===== config.mk =====
export PLATFORM = sky130hd
export DESIGN_NAME = maxpool_2x2_reader
export DESIGN_NICKNAME = d
export VERILOG_FILES = /design/src/rtl/maxpool_2x2_reader.sv
export SDC_FILE = /design/constraint.sdc
export NUM_CORES = 1
export LEC_CHECK = 0
export BUFFER_PORTS_ARGS = -buffer_cell sky130_fd_sc_hd__buf_2
export CAP_MARGIN = 20
export CELL_PAD_IN_SITES_DETAIL_PLACEMENT = 1
export CELL_PAD_IN_SITES_GLOBAL_PLACEMENT = 1
export CORE_MARGIN = 2
export CORE_UTILIZATION = 41
export CTS_BUF_LIST = sky130_fd_sc_hd__clkbuf_2
export CTS_CLUSTER_DIAMETER = 150
export DETAILED_ROUTE_END_ITERATION = 12
export PLACE_DENSITY = 0.92
export SETUP_SLACK_MARGIN = 0.4
export SYNTH_ARGS = -nofsm -noshare
export SYNTH_HDL_FRONTEND = slang
export SYNTH_SLANG_ARGS = --single-unit
export TNS_END_PERCENT = 20

===== constraint.sdc =====
create_clock -name clk -period 4.7 [get_ports clk]
set_clock_uncertainty 0.15 [all_clocks]
set_input_delay 0.705 -clock clk [delete_from_list [all_inputs] [get_ports clk]]
set_output_delay 0.705 -clock clk [all_outputs]
set_load 0.05 [all_outputs]

===== src/rtl/maxpool_2x2_reader.sv =====
// 2x2/stride-2 max-pool read controller: sweeps the source memory window by window and emits
// one signed max per window. Define MAXPOOL_RELU_EN to clamp negative results to zero.
module maxpool_2x2_reader #(
  parameter int unsigned N_C        = 26,
  parameter int unsigned N_R        = 26,
  parameter int unsigned DATA_W     = 8,
  parameter int unsigned ADDR_W     = 10,
  parameter int unsigned OUT_ADDR_W = 8
) (
  input  logic                  clk,
  input  logic                  rst,
  input  logic                  start,
  output logic                  busy,
  output logic                  done,
  output logic                  ren,
  output logic [ADDR_W-1:0]     radd1,
  output logic [ADDR_W-1:0]     radd2,
  input  logic [DATA_W-1:0]     rdata0,
  input  logic [DATA_W-1:0]     rdata1,
  input  logic [DATA_W-1:0]     rdata2,
  input  logic [DATA_W-1:0]     rdata3,
  output logic                  out_valid,
  output logic [OUT_ADDR_W-1:0] out_addr,
  output logic [DATA_W-1:0]     out_data
);

  typedef enum logic [1:0] {StIdle, StRead, StDrain, StDone} state_e;

  localparam logic [ADDR_W-1:0] LastRow = ADDR_W'(N_R - 2);
  localparam logic [ADDR_W-1:0] LastCol = ADDR_W'(N_C - 2);
  localparam logic [ADDR_W-1:0] Step    = ADDR_W'(2);

  state_e                  state_q, state_d;
  logic [ADDR_W-1:0]       row_q, row_d;
  logic [ADDR_W-1:0]       col_q, col_d;
  logic [OUT_ADDR_W-1:0]   idx_q, idx_d;
  logic                    drain_q, drain_d;

  // Stage-1 token: window index travelling alongside the memory's registered read.
  logic                    tok_vld_q;
  logic [OUT_ADDR_W-1:0]   tok_addr_q;

  logic                    out_valid_q;
  logic [OUT_ADDR_W-1:0]   out_addr_q;
  logic [DATA_W-1:0]       out_data_q;

  logic signed [DATA_W-1:0] max01, max23, max_all, pooled;

  always_comb begin
    state_d = state_q;
    row_d   = row_q;
    col_d   = col_q;
    idx_d   = idx_q;
    drain_d = drain_q;
    ren     = 1'b0;
    done    = 1'b0;
    case (state_q)
      StIdle: begin
        if (start) begin
          state_d = StRead;
          row_d   = '0;
          col_d   = '0;
          idx_d   = '0;
        end
      end
      StRead: begin
        ren   = 1'b1;
        idx_d = idx_q + 1'b1;
        if (col_q == LastCol) begin
          if (row_q == LastRow) begin
            // Last window issued: addresses hold their final values.
            state_d = StDrain;
            drain_d = 1'b0;
          end else begin
            col_d = '0;
            row_d = row_q + Step;
          end
        end else begin
          col_d = col_q + Step;
        end
      end
      StDrain: begin
        if (drain_q) begin
          state_d = StDone;
        end else begin
          drain_d = 1'b1;
        end
      end
      StDone: begin
        done    = 1'b1;
        state_d = StIdle;
      end
      default: state_d = StIdle;
    endcase
  end

  always_comb begin
    max01   = ($signed(rdata0) > $signed(rdata1)) ? $signed(rdata0) : $signed(rdata1);
    max23   = ($signed(rdata2) > $signed(rdata3)) ? $signed(rdata2) : $signed(rdata3);
    max_all = (max01 > max23) ? max01 : max23;
`ifdef MAXPOOL_RELU_EN
    pooled  = max_all[DATA_W-1] ? '0 : max_all;
`else
    pooled  = max_all;
`endif
  end

  always_ff @(posedge clk) begin
    if (rst) begin
      state_q     <= StIdle;
      row_q       <= '0;
      col_q       <= '0;
      idx_q       <= '0;
      drain_q     <= 1'b0;
      tok_vld_q   <= 1'b0;
      tok_addr_q  <= '0;
      out_valid_q <= 1'b0;
      out_addr_q  <= '0;
      out_data_q  <= '0;
    end else begin
      state_q     <= state_d;
      row_q       <= row_d;
      col_q       <= col_d;
      idx_q       <= idx_d;
      drain_q     <= drain_d;
      tok_vld_q   <= ren;
      tok_addr_q  <= idx_q;
      out_valid_q <= tok_vld_q;
      if (tok_vld_q) begin
        out_addr_q <= tok_addr_q;
        out_data_q <= pooled;
      end
    end
  end

  assign busy      = (state_q != StIdle);
  assign radd1     = row_q;
  assign radd2     = col_q;
  assign out_valid = out_valid_q;
  assign out_addr  = out_addr_q;
  assign out_data  = out_data_q;

endmodule

# Word level (Yosys, flattened, before mapping)
# Index checks and enable logic that the tools add are counted.
# Widths: inputs -> output; s select.
# totals
regBits,57
latchBits,0
ramBits,0
rom_bits,0
input_bits,35
out_inout_bits,40
wordCells,58
n_memories,0
# op_classes
add_sub_neg,3
multipliers,0
div,0
magnitude_cmp,3
eq_ne,11
shifts,0
mux,22
bitwise_logic,0
n_reduce_logical,9
# op_table
cell,n
$mux 10,5
$pmux 10 s2,2
$mux 8,4
$gt 8x8->1,3
$add 10x2->10 const B,2
$eq 10x5->1 const B,2
$pmux 8 s2,1
$ne 2x2->1 const B,5
$add 8x1->8 const B,1
$mux 2,4
$pmux 2 s4,1
$reduce_and 4->1,2
$reduce_and 3->1,2
$reduce_bool 2->1,3
$eq 2x2->1 const B,2
$mux 1,4
$ne 3x3->1 const B,1
$eq 2x1->1 const B,1
$logic_not 2->1,1
$pmux 1 s2,1
$reduce_and 2->1,1

# Longest topological paths before layout
# depth
ltp_word,4
depth_mapped,17
mapped_depth_nobuf,15

# Least setup slack after synthesis
# No wires, ideal clock.
# synth_path
path_type,input -> register
startpoint,input rdata1[5]
endpoint,register out_data_q[1] (netlist: out_data[1])
setup_ns,0.083
arrival_time_ns,3.747
required_time_ns,4.467
path_slack_ns,0.720
cell_stages,17
cell_sequence,inv_1 > ha_1 > nand2_1 > o21ai_0 > a311oi_1 > mux2_1 > buf_6 > mux2i_1 > inv_1 > ha_1 > nor2b_1 > o211ai_1 > a21o_1 > a31o_2 > or3b_1 > buf_4 > o221ai_1
# synth_via
elab_chain_len,4
# synth_lines
item,line,source
from (decl),19,"input logic [DATA_W-1:0] rdata1,"
$gt 8x8->1,98,max01 = ($signed(rdata0) > $signed(rdata1)) ? $signed(rdata0) : $signed(rdata1);
$mux 8 *,98,
$gt 8x8->1,100,max_all = (max01 > max23) ? max01 : max23;
$mux 8 *,100,
to (signal assigned),131,out_data_q <= pooled;
to (decl),45,logic [DATA_W-1:0] out_data_q;
# Mark *: on every way between the ends. The rest lies on a longest branch, timed or not.
# A chain may end at the register's enable or synchronous reset.

# Worst setup path in the final report
# layout_path
startpoint,input rdata0[5]
endpoint,register out_data_q[2] (netlist: out_data[2])
# layout_via
elab_chain_len,4
# layout_lines
item,line,source
from (decl),18,"input logic [DATA_W-1:0] rdata0,"
$gt 8x8->1,98,
$mux 8 *,98,
$gt 8x8->1,100,
$mux 8 *,100,
# Marked as above.

==> summary.md <==
| Metric | Value |
|---|---|
| Synth warn | 0 |
| Cell mode on critical path | ha_1 |
| Ys async rst share | 0% |
| Max VDD drop | 446 µV |
| Setup tns final | 0 ns |
| Main combinational cell family by area after synthesis | simple AND/OR/NAND/NOR gates |
| Simple-gate share of the synthesized area | between 20 and 25% |
| Clk_lat worst skew | between 0.4 and 0.5 ns |
| Hold crit path type | reg -> reg |
| Total GRT Usage | 18.7% |
| Crit path kind | in -> reg |
| Detailed router's first-iteration violation count | 61 |
| Vias in the first global route | 2871 |
| Post-synth top flop | dfxtp_1 |
| Final Slew Violations | 0 |
| Largest net degree at the start of global routing | 33 |
| Overall Power | approximately 1.3 mW |
| Endpoint type of the worst setup path | flop |
| Die W | ~90 µm |
| Minimum clock period | 4.13 ns |
| 1st-pass router iterations | 4 |
| CP top delay family | compound AO/OA/AOI/OAI gates |
| CTS H-tree lvls | 2 |
| Resized Gates After CTS | 0 |
| Final net count | between 400 and 500 |
| Met3 Use GR | under 10% |
| F_max | about 240 MHz |
| Number of synthesized flops with an enable pin | 0 |
| Post-DP HPWL | between 6 and 7 mm |
| Reg clk slew, reported paths | approximately 0.27 ns |
| Clock Path Buffers | 2 |
| Final WL | between 7 and 8 mm |
| Complex-gate fraction of the synthesized area | 9.96% |
| IO Pins | 75 |
| Die Area | 8310 µm² |
| # diodes | 0 |
| WP data required | roughly 4.9 ns |
| Critical Path Source Type | input pin |
| CTS tree | yes |
| Synth-to-layout area growth | 14.8% |
| Post-route ant nets | 0 |
| Core area | between 7000 and 8000 µm² |
| Met1 Usage GRT | between 20% and 30% |
| Root buffer cell | clkbuf_2 |
| Via density | roughly 5.3 |
| CTS sink cnt | 55 |
| Max incr delay on CP | 0.51 ns |
| Post-CTS setup buffers | 0 |
| Post-synthesis mux area share | a little under a tenth |
| Distinct cells, synth | 52 |
| Synth Area in XOR/XNOR | under 10% |
| FP Rows | 31 |
| Final Hold Fails | 0 |
| Critical Path AT | approximately 4.3 ns |
| Busiest grt layer | met2 |
| Slew headroom | between 60% and 70% |
| Adder-cell share of the synthesized area | 12.4% |
| Worst-path fanout max | 8 |
| Synthesized flop and latch total | 55 |
| First-pass GRT wire length | between 10 and 15 mm |
| Die Height | 91.2 µm |
| Vias | approximately 2.8k |
| GR Overflow Total | 0 |
| # port buffers | just over 70 |
| CTS Hold Buffers Added | 0 |
| RSZ-0062 raised after global routing | false |
| Post-Syn Area | 3120 µm² |
| Final Wtd Congestion | around 0.84 |
| Area after DPL | between 3000 and 4000 µm² |
| Worst Max-Slew Pin Slew | between 0.5 and 0.6 ns |
| Seq/Total Area, Yosys | 35.3% |
| Mapped Cells | between 300 and 400 |
| Drt drc | 0 |
| Pleak | 1.68 nW |
| Share of cells above drive strength 1 | 21.2% |
| Slowest-stage cell, CP | or3b_1 |
| Fraction of met2 tracks used by global routing | 36.7% |
| Routed WL per cell | 14.9 µm |
| Fin area | between 3000 and 4000 µm² |
| Syn Area/Cell | a little under 9 µm² |
| Max_cap viols | 0 |
| Status | complete, no violations |
| Starting density of the core | 42.7% |
| Crit-path cells | buf_2 -> ha_1 -> nand2_1 -> o21ai_0 -> a311oi_1 -> mux2_2 -> mux2i_1 -> inv_1 -> ha_1 -> nor2b_1 -> o211ai_1 -> a21o_1 -> a31o_2 -> or3b_1 -> o221ai_1 |
| Final worst path period share | 87.8% |
| Initial antenna violation count | 0 |
| Pwr Density | 368 nW/µm² |
| WP buf/inv | 2 |
| TritonCTS Buffers | 5 |
| # setup viols final | 0 |
==> layer usage <==
metal	wire (µm)	vias to the layer above
li1	-	1355
met5	0	-
met4	104	0
met1	3320	1319
met2	4030	67
met3	293	9
==> per-stage QoR <==
stage / instances / hold slack (ns) / utilization, % / worst slack, ns
2_1_floorplan: 352 / 0.291 / - / 0.720
3_3_place_gp: 511 / 0.291 / 48.5 / 0.206
3_5_place_dp: 511 / 0.311 / 48.5 / -0.00616
4_1_cts: 518 / 0.355 / 48.9 / 0.470
5_1_grt: 519 / 0.365 / 49.0 / 0.438
6_report: 519 / 0.346 / 49.0 / 0.572
==> state kept, by name, summed over array words and instances, names as in the netlist <==
register	count
drain_q	1
idx_q	8
out_addr	8
out_data	8
out_valid	1
radd1	9
radd2	9
state_q	2
tok_addr_q	8
tok_vld_q	1
==> cell type report <==
type | instances | area (µm²)
Inverter | 31 | 116
Fill cell | 917 | 3720
Multi-Input combinational cell | 254 | 1830
Clock inverter | 2 | 8.76
Tap cell | 99 | 124
Clock buffer | 5 | 25.0
Timing Repair Buffer | 73 | 368
Sequential cell | 55 | 1100
==> path summary, 6_finish.rpt <==
check | startpoint | endpoint | slack [ns] | depth (start not counted)
hold / removal | tok_addr_q[6] | out_addr[6] | 0.35 | 2
setup reg to reg | state_q[1] | idx_q[6] | 2.27 | 9
hold reg to reg | tok_addr_q[6] | out_addr[6] | 0.35 | 2
setup / recovery | rdata0[5] | out_data[2] | 0.57 | 15
==> Yosys cell counts, drive strengths merged (2+ instances only) <==
cell type,instances,area (µm²)
a21o,2,15.0
a21oi,13,65.1
and2,4,25.0
and3,4,25.0
buf,6,46.3
clkbuf,6,22.5
dfxtp,55,1100
ha,31,388
inv,31,116
mux2i,26,273
nand2,29,111
nand2b,4,35.0
nand3,10,50.1
nand4,12,75.1
nor2,41,154
nor2b,12,75.1
nor3,6,30.0
nor4,5,37.5
nor4b,2,17.5
o21ai,6,33.8
o221ai,8,76.3
xnor2,6,52.6
xor2,13,114
==> cells by family (layout without fill, tap and decap cells) <==
| group | Yosys count | in the layout |
|---|---|---|
| buffers and inverters | 43 | 111 |
| DFF | 55 | 55 |
| adders and majority gates | 31 | 31 |
| muxes | 27 | 27 |
| AOI/OAI and AO/OA | 41 | 41 |
| and+or+nand+nor | 134 | 134 |
| xor gates and xnor gates | 19 | 19 |
| other | 1 | 2 |
==> worst register-to-register path: stages (launching register included) <==
cell and delay [ns]:
dfxtp_1 0.40, inv_1 0.08, ha_1 0.40, inv_1 0.24, a21boi_1 0.31, buf_4 0.25, and4_1 0.26, nand3_1 0.10
xor2_1 0.14, nor2_1 0.05
==> cell usage in the layout, fill, tap and decap left out, types with 4 or more instances in the layout <==
master	n
buf_2	72
nand3_1	10
nand4_1	12
o21ai_0	4
inv_1	31
mux2i_1	25
a21oi_1	13
xnor2_1	6
nor3_1	6
ha_1	31
o221ai_1	7
nor2_1	41
nor4_1	4
nor2b_1	12
and2_1	4
and3_1	4
clkbuf_2	5
nand2_1	28
dfxtp_1	55
xor2_1	13
==> power by group <==
group / total, mW / internal (mW) / switching (mW)
Clock: 0.171 / 0.0315 / 0.139
Combinational: 0.597 / 0.189 / 0.409
Sequential: 0.548 / 0.506 / 0.0415
(Power assumes the default switching activity.)
